## src/rtl/apb_timer_slave.sv

```systemverilog
// apb_timer_slave: APB3 slave wrapping a prescaled down-counter timer with a
// level interrupt. Five-word register bank, configurable wait states, and
// PSLVERR on any unmapped word offset.
module apb_timer_slave #(
  parameter int unsigned ADDR_W      = 12,
  parameter int unsigned COUNT_W     = 32,
  parameter int unsigned PRESC_W     = 16,
  parameter int unsigned WAIT_STATES = 0
) (
  input  logic              PCLK,
  input  logic              PRESET,
  input  logic              PSEL,
  input  logic              PENABLE,
  input  logic              PWRITE,
  input  logic [ADDR_W-1:0] PADDR,
  input  logic [31:0]       PWDATA,
  output logic [31:0]       PRDATA,
  output logic              PREADY,
  output logic              PSLVERR,
  output logic              IRQ
);

  localparam int unsigned      OFF_W = ADDR_W - 2;
  localparam logic [3:0]       WS    = 4'(WAIT_STATES);

  localparam logic [OFF_W-1:0] OFF_CTRL     = OFF_W'(0);
  localparam logic [OFF_W-1:0] OFF_PRESCALE = OFF_W'(1);
  localparam logic [OFF_W-1:0] OFF_LOAD     = OFF_W'(2);
  localparam logic [OFF_W-1:0] OFF_COUNT    = OFF_W'(3);
  localparam logic [OFF_W-1:0] OFF_STATUS   = OFF_W'(4);

  // Bus-side state
  logic [3:0]         wcnt_q, wcnt_d;

  // Register bank
  logic               en_q, en_d;
  logic               ar_q, ar_d;
  logic               ie_q, ie_d;
  logic [PRESC_W-1:0] presc_q, presc_d;
  logic [COUNT_W-1:0] load_q, load_d;
  logic [COUNT_W-1:0] count_q, count_d;
  logic               pend_q, pend_d;

  // Timer state
  logic [PRESC_W-1:0] psc_q, psc_d;

  // Decode / handshake
  logic [OFF_W-1:0]   off;
  logic               hit_ctrl, hit_presc, hit_load, hit_count, hit_status;
  logic               addr_ok;
  logic               access;
  logic               done;
  logic               wr_ctrl, wr_presc, wr_load, wr_status;
  logic [31:0]        rdata;

  // Timer events
  logic               tick;
  logic               expire;

  // Byte-lane bits of the address carry no meaning for word registers
  logic               unused_addr_lsb;
  assign unused_addr_lsb = ^PADDR[1:0];

  assign off    = PADDR[ADDR_W-1:2];
  assign access = PSEL & PENABLE & ~PRESET;

  // Address decode of the word offset
  always_comb begin
    hit_ctrl   = (off == OFF_CTRL);
    hit_presc  = (off == OFF_PRESCALE);
    hit_load   = (off == OFF_LOAD);
    hit_count  = (off == OFF_COUNT);
    hit_status = (off == OFF_STATUS);
    addr_ok    = hit_ctrl | hit_presc | hit_load | hit_count | hit_status;
  end

  // PREADY is gated by reset so an interrupted transfer can never complete
  assign PREADY = access & (wcnt_q == WS);
  assign done   = PREADY;

  // Write strobes: one per writable register, only on the completing cycle
  always_comb begin
    wr_ctrl   = done & PWRITE & hit_ctrl;
    wr_presc  = done & PWRITE & hit_presc;
    wr_load   = done & PWRITE & hit_load;
    wr_status = done & PWRITE & hit_status;
  end

  // Read mux: pre-edge register contents, zero-extended
  always_comb begin
    rdata = '0;
    if (hit_ctrl)   rdata = {29'd0, ie_q, ar_q, en_q};
    if (hit_presc)  rdata = 32'(presc_q);
    if (hit_load)   rdata = 32'(load_q);
    if (hit_count)  rdata = 32'(count_q);
    if (hit_status) rdata = {31'd0, pend_q};
  end

  assign PRDATA  = (done & ~PWRITE & addr_ok) ? rdata : '0;
  assign PSLVERR = done & ~addr_ok;
  assign IRQ     = ~PRESET & pend_q & ie_q;

  // Wait-state counter: counts stalled access cycles, clears otherwise
  always_comb begin
    wcnt_d = '0;
    if (access && !PREADY) wcnt_d = wcnt_q + 4'd1;
  end

  // Prescaler tick and counter expiry detection
  always_comb begin
    tick   = en_q && (psc_q == presc_q);
    expire = tick && (count_q == '0);
  end

  // Prescaler: held at 0 while disabled (so an EN 0->1 write starts from 0),
  // wraps on each tick, and restarts on a LOAD write
  always_comb begin
    psc_d = psc_q + 1'b1;
    if (!en_q || tick) psc_d = '0;
    if (wr_load)       psc_d = '0;
  end

  // Control register; a CTRL write overrides the one-shot auto-disable
  always_comb begin
    en_d = en_q;
    ar_d = ar_q;
    ie_d = ie_q;
    if (expire && !ar_q) en_d = 1'b0;
    if (wr_ctrl) begin
      en_d = PWDATA[0];
      ar_d = PWDATA[1];
      ie_d = PWDATA[2];
    end
  end

  // PRESCALE and LOAD configuration registers
  always_comb begin
    presc_d = presc_q;
    load_d  = load_q;
    if (wr_presc) presc_d = PWDATA[PRESC_W-1:0];
    if (wr_load)  load_d  = PWDATA[COUNT_W-1:0];
  end

  // Down-counter: decrement on tick, reload or hold at 0 on expiry;
  // a LOAD write in the same cycle takes precedence over the tick
  always_comb begin
    count_d = count_q;
    if (tick) begin
      if (count_q != '0) count_d = count_q - 1'b1;
      else if (ar_q)     count_d = load_q;
      else               count_d = '0;
    end
    if (wr_load) count_d = PWDATA[COUNT_W-1:0];
  end

  // Pending flag: W1C, but a simultaneous expiry keeps it set
  always_comb begin
    pend_d = pend_q;
    if (wr_status && PWDATA[0]) pend_d = 1'b0;
    if (expire)                 pend_d = 1'b1;
  end

  // State registers with synchronous active-high reset
  always_ff @(posedge PCLK) begin
    if (PRESET) begin
      wcnt_q  <= '0;
      en_q    <= 1'b0;
      ar_q    <= 1'b0;
      ie_q    <= 1'b0;
      presc_q <= '0;
      load_q  <= '0;
      count_q <= '0;
      pend_q  <= 1'b0;
      psc_q   <= '0;
    end else begin
      wcnt_q  <= wcnt_d;
      en_q    <= en_d;
      ar_q    <= ar_d;
      ie_q    <= ie_d;
      presc_q <= presc_d;
      load_q  <= load_d;
      count_q <= count_d;
      pend_q  <= pend_d;
      psc_q   <= psc_d;
    end
  end

endmodule
```

## config.mk

```make
export PLATFORM = sky130hd
export DESIGN_NAME = apb_timer_slave
export DESIGN_NICKNAME = d
export VERILOG_FILES = /design/src/rtl/apb_timer_slave.sv
export SDC_FILE = /design/constraint.sdc
export NUM_CORES = 1
export LEC_CHECK = 0
export CAP_MARGIN = 10
export CORE_MARGIN = 8
export CORE_UTILIZATION = 52
export DETAILED_ROUTE_END_ITERATION = 8
export PLACE_DENSITY = 0.76
export SLEW_MARGIN = 20
export SYNTH_ARGS = -nofsm -noshare
export SYNTH_HDL_FRONTEND = slang
export SYNTH_SLANG_ARGS = --single-unit
```

## constraint.sdc

```tcl
create_clock -name PCLK -period 7.4 [get_ports PCLK]
set_input_delay 2.22 -clock PCLK [delete_from_list [all_inputs] [get_ports PCLK]]
set_output_delay 2.22 -clock PCLK [all_outputs]
set_load 0.01 [all_outputs]
```

==> summary.md, run 1 <==
| Metric | Value |
|---|---|
| Slowest cell on the critical path | or4_1 |
| Number of distinct library cells after synthesis | 62 |
| Comb pwr share | 5.3% |
| Layout area overhead | 19.2% |
| Power per cell area | 153 nW/um^2 |
| CTS Sinks | approximately 100 |
| Tmin final | around 7000 ps |
| CTS tree | built |
| Drt wl/cell | between 15 and 20 um |
| GR Layer Usage met1 | 30.0% |
| Max-Cap Viols | 0 |
| Worst r2r dst | count_q[1]$_SDFFE_PP0P_ |
| CTS root buffer | clkbuf_16 |
| Setup TNS Final | 0 ps |
| Port Buffer Count | approximately 80 |
| Cell family with most CP delay | buffers and inverters |
| Ratio of cells with drive above 1 in the final layout | roughly 7% |
| Sequential share of power | roughly 50% |
| Global-route wire length before repair | approximately 31,000 um |
| Synth async-reset ratio | 0% |
| Die Wd | around 120 um |
| Die ar. | between 15,000 and 20,000 um^2 |
| Grt peak-use layer | met2 |
| Vias in the first global route | 6,101 |
| PostCTS Resize Cnt | 0 |
| Final hold slack | between 400 and 500 ps |
| Hold Crit Class | reg -> reg |
| WP depth | 8 |
| Final hold viol count | 0 |
| # diodes | 0 |
| Die height | 125 um |
| YS warnings | 0 |
| Fmax | roughly 0.14 GHz |
| CTS Hold Bufs | 0 |
| Largest net degree at the start of global routing | 70 |
| Critical-path cell list | clkdlybuf4s50_1 > or4_1 > nor2_1 > buf_4 > and2_1 > a22oi_1 > nor2_1 > clkdlybuf4s50_1 |
| Final setup violation count | 0 |
| Lkg Pwr | about 2.7 nW |
| Final instance area | approximately 7300 um^2 |
| Crit path launch | PADDR[4] |
| Clk pwr share | ~45% |
| Reg2reg start | count_q[15]$_SDFFE_PP0P_ |
| Worst vdd ir | between 150 and 200 uV |
| GRT overflow | 0 |
| Dpl cell area | about 7000 um^2 |
| CP required | 5180 ps |
| Switch share | 23.1% |
| Flop-to-flop setup slack | approximately 4300 ps |
| Synth Net Count | ~860 |
| DPL Wire Length | between 10,000 and 15,000 um |
| First-pass detailed-route iteration total | 5 |
| Post-synth EDFFs | 0 |
| Final Cycle Share | 94.7% |
| Ports | 84 |
| Routability cong. | 0.920 |
| Seq cells post-synth | 104 |
| Initial core utilization | approximately 54% |
| Initial antenna violation count | 0 |
| Final net count | roughly 910 |
| Clock skew | 8.72 ps |
| Post-synthesis sequential area ratio | around 34% |
| Slew margin rel. | a little under a quarter |
| RSZ-0062 raised after global routing | no |
| Critical path capture point type | output port |
| Initial detailed-routing violation count | 582 |
| Worst Hold Path Cells | 2 |
| H-tree Lvls | 3 |
| Met3 Usage GRT | 7.11% |
| Internal Power | approximately 0.87 mW |
| Worst skew pair latency | 370 ps |
| Clock Path Buffers | 2 |
| Outcome | finished clean |
| Tot GR Track Use | 24.3% |
| Synth Instances | 802 |
| Switching pwr | 0.260 mW |
| Final Max Slew Viols | 0 |
| Worst path bufs/invs | 3 |
| Dominant synthesized flop cell | dfxtp_1 |
| Max FO, Critical Path | 11 |
| Area of the core | 11,500 um^2 |
| # DRC | 0 |
| Worst reg-to-reg path cell count | 7 |
| Worst-path clk slew | 70 ps |
| Crit path launch type | primary input |
| Routed Antenna Nets | 0 |
| Vias | around 6,300 |
| Crit path kind | in -> out |
| Cell Rows | 39 |
| Setup Fix Bufs, Post-CTS | 0 |
| Syn_area_per_cell | 7.67 um^2 |
| Critical Path End | PRDATA[14] |
| Worst Tran Pin Value | about 1100 ps |
| CP arrival | 4790 ps |
| Cell area after synthesis | 6150 um^2 |
| Post-Route WL | around 19,000 um |
| Met2 Use GR | 39.1% |
| DR vias/cell | around 6.2 |
| Crit path largest cell delay | roughly 570 ps |
| TritonCTS Buffers | 9 |
## sequential cells by signal (all words and copies together) (netlist names)
register,count
count_q,32
psc_q,16
ar_q,1
presc_q,16
load_q,32
ie_q,1
en_q,1
wcnt_q,4
pend_q,1
## power by group through the flow
| stage | Sequential (mW) | Clock (mW) | Combinational, mW |
|---|---|---|---|
| floorplan | 0.572 | 0 | 0.0207 |
| global placement | 0.572 | 0 | 0.0575 |
| detailed placement | 0.572 | 0 | 0.0583 |
| CTS | 0.559 | 0.515 | 0.0588 |
| global route | 0.559 | 0.538 | 0.0628 |
| finish | 0.559 | 0.507 | 0.0594 |
## Yosys cell counts, types with 11 or more instances
cell,count,share of area (%)
dfxtp_1,104,34
and3_1,28,2.8
inv_1,16,0.98
a31oi_1,11,1.1
xnor2_1,15,2.1
nand2_1,97,5.9
nor4_1,11,1.1
nor3_1,37,3.0
clkbuf_1,43,2.6
nand3_1,27,2.2
mux2i_1,35,5.7
nand4_1,12,1.2
a21oi_1,55,4.5
a22oi_1,17,2.1
o21ai_0,19,1.5
o21ai_1,20,1.6
buf_2,11,0.89
mux2_2,14,2.6
nor2_1,105,6.4
xor2_1,22,3.1
## cell type report
cell class              count  area, um^2
well taps                 143         179
fillers                  1019        4130
repair buffers             97         921
flip-flops and latches    104        2080
inverters                  17        63.8
clock inverters             6        73.8
clock buffers              10         239
multi-input cells         624        3780
## worst register-to-register path: cells and delay by family, from the launching register on
| kind | cells | cell delay, ps |
|---|---|---|
| flops | 1 | 410 |
| compound gates | 2 | 410 |
| simple gates | 4 | 1760 |
| buf+inv | 1 | 430 |
## cells by family (layout without fill, tap and decap cells)
family / count (synthesis) / after routing / share of synthesized area (%)
and+or+nand+nor: 356 / 356 / 28.0
AOI/OAI and AO/OA: 175 / 175 / 18.1
DFF: 104 / 104 / 33.8
buffers and inverters: 74 / 130 / 4.86
muxes: 51 / 51 / 8.99
xor gates and xnor gates: 37 / 37 / 5.27
adders and majority gates: 5 / 5 / 1.02
## cell usage in the layout, fill, tap and decap left out, drive strengths merged, types with 15 or more instances in the layout
cell and instances:
nor3 38, clkdlybuf4s50 79, inv 19, nand3 27, a21oi 55, dfxtp 104
and3 28, nor2 105, xnor2 15, mux2i 35, buf 18, xor2 22
a22oi 17, nand2 97, o21ai 39
## how the worst min path moves through the flow
| stage | start | endpoint | slack (ps) |
|---|---|---|---|
| global route | load_q[18]$_SDFFE_PP0P_ | load_q[18]$_SDFFE_PP0P_ | 480 |
| floorplan | wcnt_q[0]$_SDFF_PP0_ | wcnt_q[0]$_SDFF_PP0_ | 430 |
| global placement | wcnt_q[0]$_SDFF_PP0_ | wcnt_q[0]$_SDFF_PP0_ | 440 |
| CTS | load_q[6]$_SDFFE_PP0P_ | load_q[6]$_SDFFE_PP0P_ | 470 |
| detailed placement | load_q[6]$_SDFFE_PP0P_ | load_q[6]$_SDFFE_PP0P_ | 460 |
| finish | load_q[12]$_SDFFE_PP0P_ | load_q[12]$_SDFFE_PP0P_ | 470 |
## stage by stage
step	instances	utilization [%]	total power, mW	setup slack [ps]
floorplan	802	-	0.593	1300
global placement	985	61.2	0.630	482
detailed placement	985	61.2	0.631	439
CTS	1001	64.0	1.13	416
global route	1001	64.0	1.16	262
finish	1001	64.0	1.13	395
## metal layers
metal | vias up | routed length, um
met4 | 0 | 463
met1 | 2932 | 8330
met2 | 297 | 8900
met5 | - | 0
met3 | 36 | 1710
li1 | 2987 | -
Power figures use the tool's default switching activity.
==> inputs of run 2 (changes only) <==
--- a/config.mk
+++ b/config.mk
@@ -10,6 +10,7 @@
 export CORE_UTILIZATION = 52
 export DETAILED_ROUTE_END_ITERATION = 8
 export PLACE_DENSITY = 0.76
+export SKIP_CTS_REPAIR_TIMING = 1
 export SLEW_MARGIN = 20
 export SYNTH_ARGS = -nofsm -noshare
 export SYNTH_HDL_FRONTEND = slang
==> results of run 2 <==
The final DEF is identical to that of run 1; final timing and power are the same.
